$ cat config.mk
export PLATFORM = sky130hd
export DESIGN_NAME = mem_access_ctrl_flat
export DESIGN_NICKNAME = d
export VERILOG_FILES = /design/src/rtl/mem_access_ctrl_if.sv /design/src/rtl/mem_access_ctrl.sv /design/src/flat_wrapper.sv
export SDC_FILE = /design/constraint.sdc
export NUM_CORES = 1
export LEC_CHECK = 0
export BUFFER_PORTS_ARGS = -buffer_cell sky130_fd_sc_hd__buf_2
export CORE_MARGIN = 3
export CORE_UTILIZATION = 52
export DETAILED_ROUTE_END_ITERATION = 8
export GPL_ROUTABILITY_DRIVEN = 0
export GPL_TIMING_DRIVEN = 0
export PLACE_DENSITY = 0.82
export SETUP_SLACK_MARGIN = 0.3
export SYNTH_ARGS = -nofsm -noshare
export SYNTH_HDL_FRONTEND = slang
export SYNTH_SLANG_ARGS = --single-unit
$ cat constraint.sdc
create_clock -name clk -period 6.4 [get_ports clk]
set_input_delay 0.32 -clock clk [delete_from_list [all_inputs] [get_ports clk]]
set_output_delay 0.32 -clock clk [all_outputs]
set_load 0.05 [all_outputs]
$ cat src/rtl/mem_access_ctrl_if.sv
// mem_access_ctrl_if: bundles the core load/store request/response signals
// and the single-port data RAM port of mem_access_ctrl.
//   req_valid/req_ready/req_we/req_mode/req_addr/req_wdata : core request
//   rsp_valid/rsp_rdata/rsp_err                            : core response
//   ram_en/ram_we/ram_addr/ram_wdata/ram_rdata             : RAM port
// Modports: slave = the controller, master = core plus RAM side.
interface mem_access_ctrl_if #(
    parameter int DATA_WIDTH = 32,
    parameter int ADDR_WIDTH = 16
);
    logic                  req_valid;
    logic                  req_ready;
    logic                  req_we;
    logic [2:0]            req_mode;
    logic [ADDR_WIDTH-1:0] req_addr;
    logic [DATA_WIDTH-1:0] req_wdata;
    logic                  rsp_valid;
    logic [DATA_WIDTH-1:0] rsp_rdata;
    logic                  rsp_err;
    logic                  ram_en;
    logic                  ram_we;
    logic [ADDR_WIDTH-3:0] ram_addr;
    logic [DATA_WIDTH-1:0] ram_wdata;
    logic [DATA_WIDTH-1:0] ram_rdata;

    modport slave (
        input  req_valid, req_we, req_mode, req_addr, req_wdata, ram_rdata,
        output req_ready, rsp_valid, rsp_rdata, rsp_err,
               ram_en, ram_we, ram_addr, ram_wdata
    );

    modport master (
        output req_valid, req_we, req_mode, req_addr, req_wdata, ram_rdata,
        input  req_ready, rsp_valid, rsp_rdata, rsp_err,
               ram_en, ram_we, ram_addr, ram_wdata
    );
endinterface

$ cat src/rtl/mem_access_ctrl.sv
// mem_access_ctrl: multi-cycle sequencer between the core load/store port and
// a single-port synchronous data RAM. Loads are a read plus sign/zero
// extension, sub-word stores a read-modify-write, word stores a direct write.
// Ports:
//   clk   - clock, rising edge
//   rst_n - asynchronous active-low reset
//   bus   - mem_access_ctrl_if.slave (request, response and RAM port)
// Build option: define MISALIGN_TRAP_EN to answer misaligned accesses
// (half at offset 3, word at non-zero offset) with rsp_err and no RAM access.
// Without it rsp_err is 0, word accesses ignore addr[1:0], a half store at
// offset 3 writes the word back unchanged and a half load at offset 3 yields 0.
module mem_access_ctrl #(
    parameter int DATA_WIDTH = 32,
    parameter int ADDR_WIDTH = 16
) (
    input logic              clk,
    input logic              rst_n,
    mem_access_ctrl_if.slave bus
);
    typedef enum logic [2:0] {IDLE, RD, DATA, WR, RESP} state_t;

    localparam logic [DATA_WIDTH-1:0] BYTE_MASK = DATA_WIDTH'(8'hFF);
    localparam logic [DATA_WIDTH-1:0] HALF_MASK = DATA_WIDTH'(16'hFFFF);

    state_t                state, state_nx;
    logic                  cap_we;
    logic [2:0]            cap_mode;
    logic [ADDR_WIDTH-1:0] cap_addr;
    logic [DATA_WIDTH-1:0] cap_wdata;
    logic [DATA_WIDTH-1:0] rdata_q;
    logic [1:0]            off;
    logic [4:0]            lane_shift;
    logic [7:0]            byte_lane;
    logic [15:0]           half_lane;
    logic [DATA_WIDTH-1:0] load_val;
    logic [DATA_WIDTH-1:0] merged;
    logic                  ram_en, ram_we, req_ready, rsp_valid;
    logic [DATA_WIDTH-1:0] ram_wdata;

    assign off        = cap_addr[1:0];
    assign lane_shift = {off, 3'b000};

`ifdef MISALIGN_TRAP_EN
    function automatic logic is_misaligned(input logic [2:0] mode, input logic [1:0] o);
        return ((mode[1:0] == 2'b01) && (o == 2'b11)) || (mode[1] && (o != 2'b00));
    endfunction

    logic req_mis, cap_mis;
    assign req_mis = is_misaligned(bus.req_mode, bus.req_addr[1:0]);
    assign cap_mis = is_misaligned(cap_mode, off);
`endif

    // Lane extraction for loads and lane merge for sub-word stores, both
    // taken from the word returned by the RAM in the DATA cycle.
    always_comb begin
        byte_lane = bus.ram_rdata[lane_shift +: 8];
        half_lane = '0;
        case (off)
            2'd0:    half_lane = bus.ram_rdata[15:0];
            2'd1:    half_lane = bus.ram_rdata[23:8];
            2'd2:    half_lane = bus.ram_rdata[31:16];
            default: half_lane = '0;
        endcase
        load_val = bus.ram_rdata;
        merged   = bus.ram_rdata;
        case (cap_mode[1:0])
            2'b00: begin
                load_val = {{(DATA_WIDTH-8){byte_lane[7] & ~cap_mode[2]}}, byte_lane};
                merged   = (bus.ram_rdata & ~(BYTE_MASK << lane_shift))
                         | (DATA_WIDTH'(cap_wdata[7:0]) << lane_shift);
            end
            2'b01: begin
                // A half at offset 3 straddles the word: load gives 0 and
                // the store writes the word back untouched.
                if (off == 2'b11) begin
                    load_val = '0;
                end else begin
                    load_val = {{(DATA_WIDTH-16){half_lane[15] & ~cap_mode[2]}}, half_lane};
                    merged   = (bus.ram_rdata & ~(HALF_MASK << lane_shift))
                             | (DATA_WIDTH'(cap_wdata[15:0]) << lane_shift);
                end
            end
            default: begin
                load_val = bus.ram_rdata;
                merged   = bus.ram_rdata;
            end
        endcase
    end

    always_comb begin
        state_nx  = state;
        ram_en    = 1'b0;
        ram_we    = 1'b0;
        ram_wdata = '0;
        req_ready = 1'b0;
        rsp_valid = 1'b0;
        case (state)
            IDLE: begin
                req_ready = 1'b1;
                if (bus.req_valid) begin
`ifdef MISALIGN_TRAP_EN
                    if (req_mis) state_nx = RESP; else
`endif
                    if (bus.req_we && bus.req_mode[1]) state_nx = WR;
                    else                               state_nx = RD;
                end
            end
            RD: begin
                ram_en   = 1'b1;
                state_nx = DATA;
            end
            DATA: begin
                if (cap_we) begin
                    ram_en    = 1'b1;
                    ram_we    = 1'b1;
                    ram_wdata = merged;
                end
                state_nx = RESP;
            end
            WR: begin
                ram_en    = 1'b1;
                ram_we    = 1'b1;
                ram_wdata = cap_wdata;
                state_nx  = RESP;
            end
            RESP: begin
                rsp_valid = 1'b1;
                state_nx  = IDLE;
            end
            default: state_nx = IDLE;
        endcase
    end

    always_ff @(posedge clk or negedge rst_n) begin
        if (!rst_n) begin
            state     <= IDLE;
            cap_we    <= 1'b0;
            cap_mode  <= '0;
            cap_addr  <= '0;
            cap_wdata <= '0;
            rdata_q   <= '0;
        end else begin
            state <= state_nx;
            if (bus.req_valid && (state == IDLE)) begin
                cap_we    <= bus.req_we;
                cap_mode  <= bus.req_mode;
                cap_addr  <= bus.req_addr;
                cap_wdata <= bus.req_wdata;
            end
            if ((state == DATA) && !cap_we) rdata_q <= load_val;
        end
    end

    assign bus.req_ready = req_ready;
    assign bus.rsp_valid = rsp_valid;
    assign bus.rsp_rdata = rdata_q;
    assign bus.ram_en    = ram_en;
    assign bus.ram_we    = ram_we;
    assign bus.ram_addr  = cap_addr[ADDR_WIDTH-1:2];
    assign bus.ram_wdata = ram_wdata;
`ifdef MISALIGN_TRAP_EN
    assign bus.rsp_err   = (state == RESP) && cap_mis;
`else
    assign bus.rsp_err   = 1'b0;
`endif
endmodule

$ cat src/flat_wrapper.sv
// flat-port wrapper written by rule: the top's interface ports become plain ports
module mem_access_ctrl_flat 
#(
    parameter int DATA_WIDTH = 32,
    parameter int ADDR_WIDTH = 16
)
  (clk, rst_n, bus_req_valid, bus_req_we, bus_req_mode, bus_req_addr, bus_req_wdata, bus_ram_rdata, bus_req_ready, bus_rsp_valid, bus_rsp_rdata, bus_rsp_err, bus_ram_en, bus_ram_we, bus_ram_addr, bus_ram_wdata);
  mem_access_ctrl_if #(.DATA_WIDTH(DATA_WIDTH), .ADDR_WIDTH(ADDR_WIDTH)) bus_i ();
  input logic clk;
  input logic rst_n;
  input wire logic [$bits(bus_i.req_valid)-1:0] bus_req_valid;
  input wire logic [$bits(bus_i.req_we)-1:0] bus_req_we;
  input wire logic [$bits(bus_i.req_mode)-1:0] bus_req_mode;
  input wire logic [$bits(bus_i.req_addr)-1:0] bus_req_addr;
  input wire logic [$bits(bus_i.req_wdata)-1:0] bus_req_wdata;
  input wire logic [$bits(bus_i.ram_rdata)-1:0] bus_ram_rdata;
  output wire logic [$bits(bus_i.req_ready)-1:0] bus_req_ready;
  output wire logic [$bits(bus_i.rsp_valid)-1:0] bus_rsp_valid;
  output wire logic [$bits(bus_i.rsp_rdata)-1:0] bus_rsp_rdata;
  output wire logic [$bits(bus_i.rsp_err)-1:0] bus_rsp_err;
  output wire logic [$bits(bus_i.ram_en)-1:0] bus_ram_en;
  output wire logic [$bits(bus_i.ram_we)-1:0] bus_ram_we;
  output wire logic [$bits(bus_i.ram_addr)-1:0] bus_ram_addr;
  output wire logic [$bits(bus_i.ram_wdata)-1:0] bus_ram_wdata;
  assign bus_i.req_valid = bus_req_valid;
  assign bus_i.req_we = bus_req_we;
  assign bus_i.req_mode = bus_req_mode;
  assign bus_i.req_addr = bus_req_addr;
  assign bus_i.req_wdata = bus_req_wdata;
  assign bus_i.ram_rdata = bus_ram_rdata;
  assign bus_req_ready = bus_i.req_ready;
  assign bus_rsp_valid = bus_i.rsp_valid;
  assign bus_rsp_rdata = bus_i.rsp_rdata;
  assign bus_rsp_err = bus_i.rsp_err;
  assign bus_ram_en = bus_i.ram_en;
  assign bus_ram_we = bus_i.ram_we;
  assign bus_ram_addr = bus_i.ram_addr;
  assign bus_ram_wdata = bus_i.ram_wdata;
  mem_access_ctrl #(.DATA_WIDTH(DATA_WIDTH), .ADDR_WIDTH(ADDR_WIDTH)) u_core (.clk(clk), .rst_n(rst_n), .bus(bus_i));
endmodule
==> results of run 1 <==
## cell families after synthesis
group | count (synthesis)
AND/OR/NAND/NOR | 163
AO/OA/AOI/OAI | 155
flip-flops | 87
multiplexers | 73
buffers and inverters | 69
adder cells (fa/ha/maj) | 6
other | 1
## registers in the layout (all words and copies together), names as in the netlist
signal,cells
u_core.cap_addr,16
u_core.cap_wdata,32
u_core.cap_we,1
u_core.cap_mode,3
u_core.bus.rsp_rdata,32
u_core.state,3
## path summary, 6_finish.rpt
path                       depth (start not counted)  slack (ps)                                    to                            startpoint
min reg2reg                                        2         490  u_core.bus.rsp_rdata[21]$_DFFE_PN0P_  u_core.bus.rsp_rdata[21]$_DFFE_PN0P_
min in group asynchronous                          2         460  u_core.bus.rsp_rdata[25]$_DFFE_PN0P_                                 rst_n
max reg2reg                                        9        3930  u_core.bus.rsp_rdata[22]$_DFFE_PN0P_        u_core.cap_addr[0]$_DFFE_PN0P_
min                                                3         160        u_core.cap_mode[0]$_DFFE_PN0P_                       bus_req_mode[0]
max in group asynchronous                          3        5310        u_core.cap_addr[3]$_DFFE_PN0P_                                 rst_n
max                                                7        3250                      bus_ram_wdata[7]        u_core.cap_addr[0]$_DFFE_PN0P_
## per-layer routing
layer / part of all wire, % / GRT usage (%) / routed length [um]
met1: 37 / 38.4 / 6870
met2: 45 / 47.3 / 8260
met3: 13 / 9.18 / 2490
met4: 4.9 / 14.9 / 909
met5: 0 / 0 / 0
## worst min-delay path: cells and delay by family
kind | cells | cell delay (ps)
AO/OA/AOI/OAI | 1 | 60
buffers and inverters | 1 | 80
AND/OR/NAND/NOR | 1 | 40
## cell usage after synthesis (all sizes together) (14+ instances only)
| cell | count |
|---|---|
| mux2 | 56 |
| nand3b | 17 |
| buf | 43 |
| clkbuf | 21 |
| nand3 | 34 |
| nor2 | 22 |
| a221oi | 16 |
| a21oi | 32 |
| nand2 | 50 |
| a221o | 23 |
| a32o | 14 |
| nor3 | 26 |
| o21ai | 29 |
| dfrtp | 87 |
## power by group
part,internal [uW],switching (uW)
Combinational,897,1700
Clock,153,208
Sequential,816,266
## per-stage QoR
step	hold WS [ps]	cell area, um^2	utilization (%)	total power [uW]	cells
after floorplan	24.4	5540	-	2990	554
after global placement	458	6550	63.4	3540	858
after detailed placement	331	6580	63.7	3620	859
after CTS	154	6770	65.6	3990	876
after global routing	160	6770	65.6	4240	876
final	165	6770	65.6	4040	876
## cells in the final DEF, fill, tap and decap left out, types with 17 or more instances in the layout
cell	Yosys	final
buf_2	13	180
dfrtp_1	87	87
mux2_2	56	56
nand2_1	50	50
nand3_1	34	34
a21oi_1	32	32
o21ai_0	29	29
nor3_1	26	26
buf_4	22	23
a221o_1	23	23
nor2_1	21	21
clkbuf_1	20	20
nand3b_1	17	17
## timing repair
item	4_1_cts	5_1_grt
endpoints found under the setup margin	0	0
hold buffers	1	0
gates resized for setup	0	0
setup buffers	0	0
endpoints found under the hold margin	39	0
## layout make-up
| type | count | area, um^2 | area share, % |
|---|---|---|---|
| Clock inverter | 6 | 46.3 | 0.683 |
| Tap cell | 136 | 170 | 2.51 |
| Buffer | 64 | 363 | 5.36 |
| Timing Repair Buffer | 170 | 881 | 13.0 |
| Inverter | 5 | 18.8 | 0.277 |
| Clock buffer | 10 | 138 | 2.03 |
| Sequential cell | 87 | 2180 | 32.1 |
| Multi-Input combinational cell | 398 | 2980 | 44.0 |
==> results.py, run 1 <==
metrics = {
    "route": {
        "drc": 17,
        "finalWirelength_um": 18500,
        "avgRoutedWirePerCell_um": 21.1,
        "firstDrtPassIters": 9,
        "postRouteAntennaNets": 0,
        "drt_iter0_drc": 682,
        "dr_total_vias": 5704,
        "viasPerCell": 6.51,
    },
    "timing": {
        "relSlewSlack_pct": 36.5,
        "finalWorstSetupSlack_ps": 3250,
        "drv_slew": 0,
        "final-hold-violation-count": 0,
        "fmax_mhz": 317,
        "fin_tns_setup_ps": 0,
        "setup_viol": 0,
        "finalCritPeriodShare_pct": 49.2,
        "skew_ps": 10.1,
        "rsz0062_at_grt": "no",
        "tightest_slew_ps": 945,
        "period_needed_ps": 3150,
    },
    "power": {
        "power_leakage_uw": 0.00312,
        "vdd_drop_max_uv": 374,
        "power_density_nw_per_um2": 596,
    },
    "place": {
        "dp_hpwl_um": 14000,
        "place_ws_ps": 3710,
        "io_buffer_count": 168,
    },
    "die": {
        "dieWidth_um": 109,
        "core-area_um2": 10300,
        "fp.dieH_um": 109,
        "io_pins": 170,
        "start_util_pct": 53.7,
        "rows": 37,
        "die_area_um2": 11900,
    },
    "grt": {
        "grtUsageTotal_pct": 30.3,
        "gr-total-overflow": 0,
        "antenna_found_initial": 0,
        "grt_pass1_wl_um": 27700,
        "grt_max_degree": 49,
        "grt_pass1_vias": 5323,
    },
    "run_status": {
        "status": "finished with violations",
        "failed_checks": "DRC",
    },
    "worst_setup_path": {
        "max_stage_delay_ps": 680,
        "critPathRequiredTime_ps": 6080,
        "cp.arrival_ps": 2830,
        "critPathBufInv": 4,
        "cpMostUsedCell": "buf_2",
        "startpoint_type": "flop",
        "slowest_stage": "a31oi_1",
        "worstPathMaxFanout": 10,
        "crit_chain": "buf_4 > inv_1 > ha_1 > buf_2 > a31oi_1 > a22o_1 > buf_2",
        "crit_type": "flop to primary output",
        "endpoint_kind": "primary output",
        "critPathTopFamily": "compound AO/OA/AOI/OAI gates",
    },
    "finish": {
        "fill_cells": 823,
        "syn2layout_area_growth_pct": 22.3,
        "drive_above_1_share_pct": 39.9,
        "n_antenna_cell": 0,
        "fin_nets": 828,
    },
    "logic_synthesis": {
        "yosysWarnings": 0,
        "synthSimpleGateAreaFrac_pct": 14.8,
        "syn_area_um2": 5540,
        "synth_xor_area_share_pct": 0,
        "syn_nets": 647,
        "synth_top_family_by_area": "compound AO/OA/AOI/OAI gates",
        "postSynthAreaPerCell_um2": 10.0,
        "ys_ff_latch": 87,
        "ys_async_sr_fraction_pct": 100,
        "synth-seq-area-share_pct": 39.3,
        "synth-edff-count": 0,
        "synth_ff_type": "dfrtp_1",
        "synth_fa_ha_area_share_pct": 1.36,
        "syn-instance-count": 554,
        "synthMuxAreaShare_pct": 16.3,
        "yosysTopAreaCellShare_pct": 39.3,
        "synthTopCellsByArea": "dfrtp_1, mux2_2, a221o_1",
        "synthDistinctLibCells": 47,
        "synth_compound_area_share_pct": 21.3,
        "synth_area_leader_cell": "dfrtp_1",
    },
    "clock_tree": {
        "clkSinkCount": 87,
        "root_buffer": "clkbuf_8",
        "cts_buffers": 9,
        "cts.clk_slew.worst_paths_ps": 80,
        "clock_latency_ps": 370,
        "cts_tree": "yes",
        "clockBufferDepth": 2,
        "cts-htree-levels": 3,
    },
    "job": {
        "cap_violations": 0,
    },
    "min_path": {
        "hold_class": "input port to flop",
    },
}
(Power assumes the default switching activity.)
==> run 2: changes to the inputs <==
--- a/config.mk
+++ b/config.mk
@@ -5,13 +5,14 @@
 export SDC_FILE = /design/constraint.sdc
 export NUM_CORES = 1
 export LEC_CHECK = 0
+export ABC_AREA = 1
 export BUFFER_PORTS_ARGS = -buffer_cell sky130_fd_sc_hd__buf_2
 export CORE_MARGIN = 3
-export CORE_UTILIZATION = 52
+export CORE_UTILIZATION = 49
 export DETAILED_ROUTE_END_ITERATION = 8
 export GPL_ROUTABILITY_DRIVEN = 0
 export GPL_TIMING_DRIVEN = 0
-export PLACE_DENSITY = 0.82
+export PLACE_DENSITY = 0.79
 export SETUP_SLACK_MARGIN = 0.3
 export SYNTH_ARGS = -nofsm -noshare
 export SYNTH_HDL_FRONTEND = slang
==> constraint.sdc (replaced) <==
create_clock -name clk -period 2.8 [get_ports clk]
set_input_delay 0.14 -clock clk [delete_from_list [all_inputs] [get_ports clk]]
set_output_delay 0.14 -clock clk [all_outputs]
set_load 0.05 [all_outputs]
==> results.py, run 2 <==
metrics = {
    "timing": {
        "drv_slew": 0,
        "skew_ps": 5.80,
        "rsz0062_at_grt": "yes",
        "fmax_mhz": 410,
        "relSlewSlack_pct": 60.3,
        "tightest_slew_ps": 595,
        "setup_viol": 0,
        "fin_tns_setup_ps": 0,
        "whs_ps": -7.34,
        "final-hold-violation-count": 3,
        "period_needed_ps": 2440,
        "finalCritPeriodShare_pct": 87.0,
    },
    "route": {
        "finalWirelength_um": 24000,
        "firstDrtPassIters": 6,
        "drc": 0,
        "postRouteAntennaNets": 0,
        "viasPerCell": 5.54,
        "drt_iter0_drc": 1042,
        "avgRoutedWirePerCell_um": 16.9,
        "dr_total_vias": 7860,
    },
    "worst_setup_path": {
        "startpoint_type": "flop",
        "cp.arrival_ps": 2300,
        "max_stage_delay_ps": 430,
        "critPathBufInv": 5,
        "critPathRequiredTime_ps": 2660,
        "critPathTopFamily": "buffers and inverters",
        "crit_chain": "buf_6 > inv_2 > buf_8 > buf_8 > ha_4 > nand2_2 > a21oi_1 > nand2_1 > nand3_1 > nand2_1 > buf_2",
        "slowest_stage": "dfrtp_1",
        "worstPathMaxFanout": 12,
        "crit_type": "flop to primary output",
        "endpoint_kind": "primary output",
    },
    "logic_synthesis": {
        "synth-seq-area-share_pct": 33.4,
        "syn_area_um2": 6510,
        "synth_ff_type": "dfrtp_1",
        "yosysWarnings": 0,
        "synthTopCellsByArea": "dfrtp_1, nand2_1, nand3_1",
        "synthDistinctLibCells": 31,
        "yosysTopAreaCellShare_pct": 33.4,
        "synth-edff-count": 0,
        "postSynthAreaPerCell_um2": 6.37,
        "ys_async_sr_fraction_pct": 100,
        "ys_ff_latch": 87,
        "post-synth-top-count-cell": "nand2_1",
        "syn_nets": 1115,
        "synth_common_cells": "nand2_1, dfrtp_1, inv_1, nand3_1, a21oi_1",
        "syn-instance-count": 1022,
        "synth_area_leader_cell": "dfrtp_1",
    },
    "clock_tree": {
        "cts-htree-levels": 3,
        "clkSinkCount": 87,
        "clock_latency_ps": 360,
        "cts.clk_slew.worst_paths_ps": 60,
        "cts_tree": "yes",
        "cts_buffers": 9,
        "clockBufferDepth": 2,
        "root_buffer": "clkbuf_16",
    },
    "grt": {
        "antenna_found_initial": 0,
        "grt_pass1_vias": 7039,
        "grt_max_degree": 54,
        "gr-total-overflow": 0,
        "grt_pass1_wl_um": 37100,
        "grtUsageTotal_pct": 32.1,
    },
    "finish": {
        "layoutNonFillerInstCount": 1419,
        "layout_common_cells": "nand2_1, buf_2, dfrtp_1",
        "n_antenna_cell": 0,
        "final_common_cell": "nand2_1",
        "finalInstanceArea_um2": 8410,
        "drive_above_1_share_pct": 22.8,
        "syn2layout_area_growth_pct": 29.2,
        "fin_nets": 1336,
    },
    "die": {
        "dieWidth_um": 121,
        "rows": 41,
        "io_pins": 170,
        "fp.dieH_um": 121,
        "start_util_pct": 50.8,
        "core-area_um2": 12800,
        "die_area_um2": 14700,
    },
    "place": {
        "dpl_cell_area_um2": 7600,
        "io_buffer_count": 168,
        "dp_hpwl_um": 16800,
        "dpl.cell_count": 1363,
    },
    "power": {
        "vdd_drop_max_uv": 741,
        "power_density_nw_per_um2": 1280,
        "finalPower_uw": 10800,
        "power_leakage_uw": 0.00467,
    },
    "job": {
        "cap_violations": 0,
    },
    "run_status": {
        "status": "finished with violations",
        "failed_checks": "hold timing",
    },
    "min_path": {
        "hold_class": "input port to flop",
    },
}
run 2: logic make-up (layout without fill, tap and decap cells):
kind of cell	count (synthesis)	count (layout)	share of synthesized area, %
AND/OR/NAND/NOR	605	605	39.3
adder cells (fa/ha/maj)	6	6	1.15
flip-flops	87	87	33.4
other	1	1	0.0576
AO/OA/AOI/OAI	161	161	14.0
buffers and inverters	162	387	12.1
run 2: final cells by class:
type,instances,area (um^2)
Tap cell,172,215
Clock inverter,3,45.0
Fill cell,1170,4410
Multi-Input combinational cell,773,3570
Clock buffer,12,236
Inverter,85,327
Sequential cell,87,2180
Buffer,77,502
Timing Repair Buffer,210,1340
run 2: per-layer routing:
metal	routed length [um]	vias to the layer above	global-route usage, %
met5	0	-	0
met4	989	0	12.7
met3	3020	114	7.69
met2	10500	557	49.6
met1	9500	3509	43.5
li1	-	3680	-
run 2: tightest hold or removal path, stage by stage:
cell and delay, ps:
buf_2 80, nand2_1 40, o21ai_0 60
run 2: what timing repair did:
item | in CTS | in global routing
buffers inserted | 0 | 1
hold buffers | 40 | 0
resized for setup | 25 | 23
endpoints found under the hold margin | 73 | 0
setup endpoints to repair | 23 | 24
run 2: where the power goes:
group / switching, uW / leakage [uW] / internal, uW
clock network: 529 / 0.000129 / 688
registers: 442 / 0.00106 / 1870
logic: 5100 / 0.00347 / 2140
run 2: path summary, 6_finish.rpt:
path,start,end,slack [ps],cells after the start
min in group asynchronous,rst_n,u_core.bus.rsp_rdata[7]$_DFFE_PN0P_,270,2
max reg2reg,u_core.cap_addr[1]$_DFFE_PN0P_,u_core.bus.rsp_rdata[25]$_DFFE_PN0P_,560,15
min reg2reg,u_core.bus.rsp_rdata[11]$_DFFE_PN0P_,u_core.bus.rsp_rdata[11]$_DFFE_PN0P_,470,2
max in group asynchronous,rst_n,u_core.state[1]$_DFFE_PN0P_,1900,3
max,u_core.cap_addr[1]$_DFFE_PN0P_,bus_ram_wdata[19],360,11
min,bus_req_addr[0],u_core.cap_addr[0]$_DFFE_PN0P_,-7,3
run 2: per-stage QoR:
step           setup WS (ps)  util (%)
2_1_floorplan            531         -
3_5_place_dp             118      59.3
6_report                 364      65.6
4_1_cts                  309      65.2
3_3_place_gp             120      59.0
5_1_grt                  278      65.6
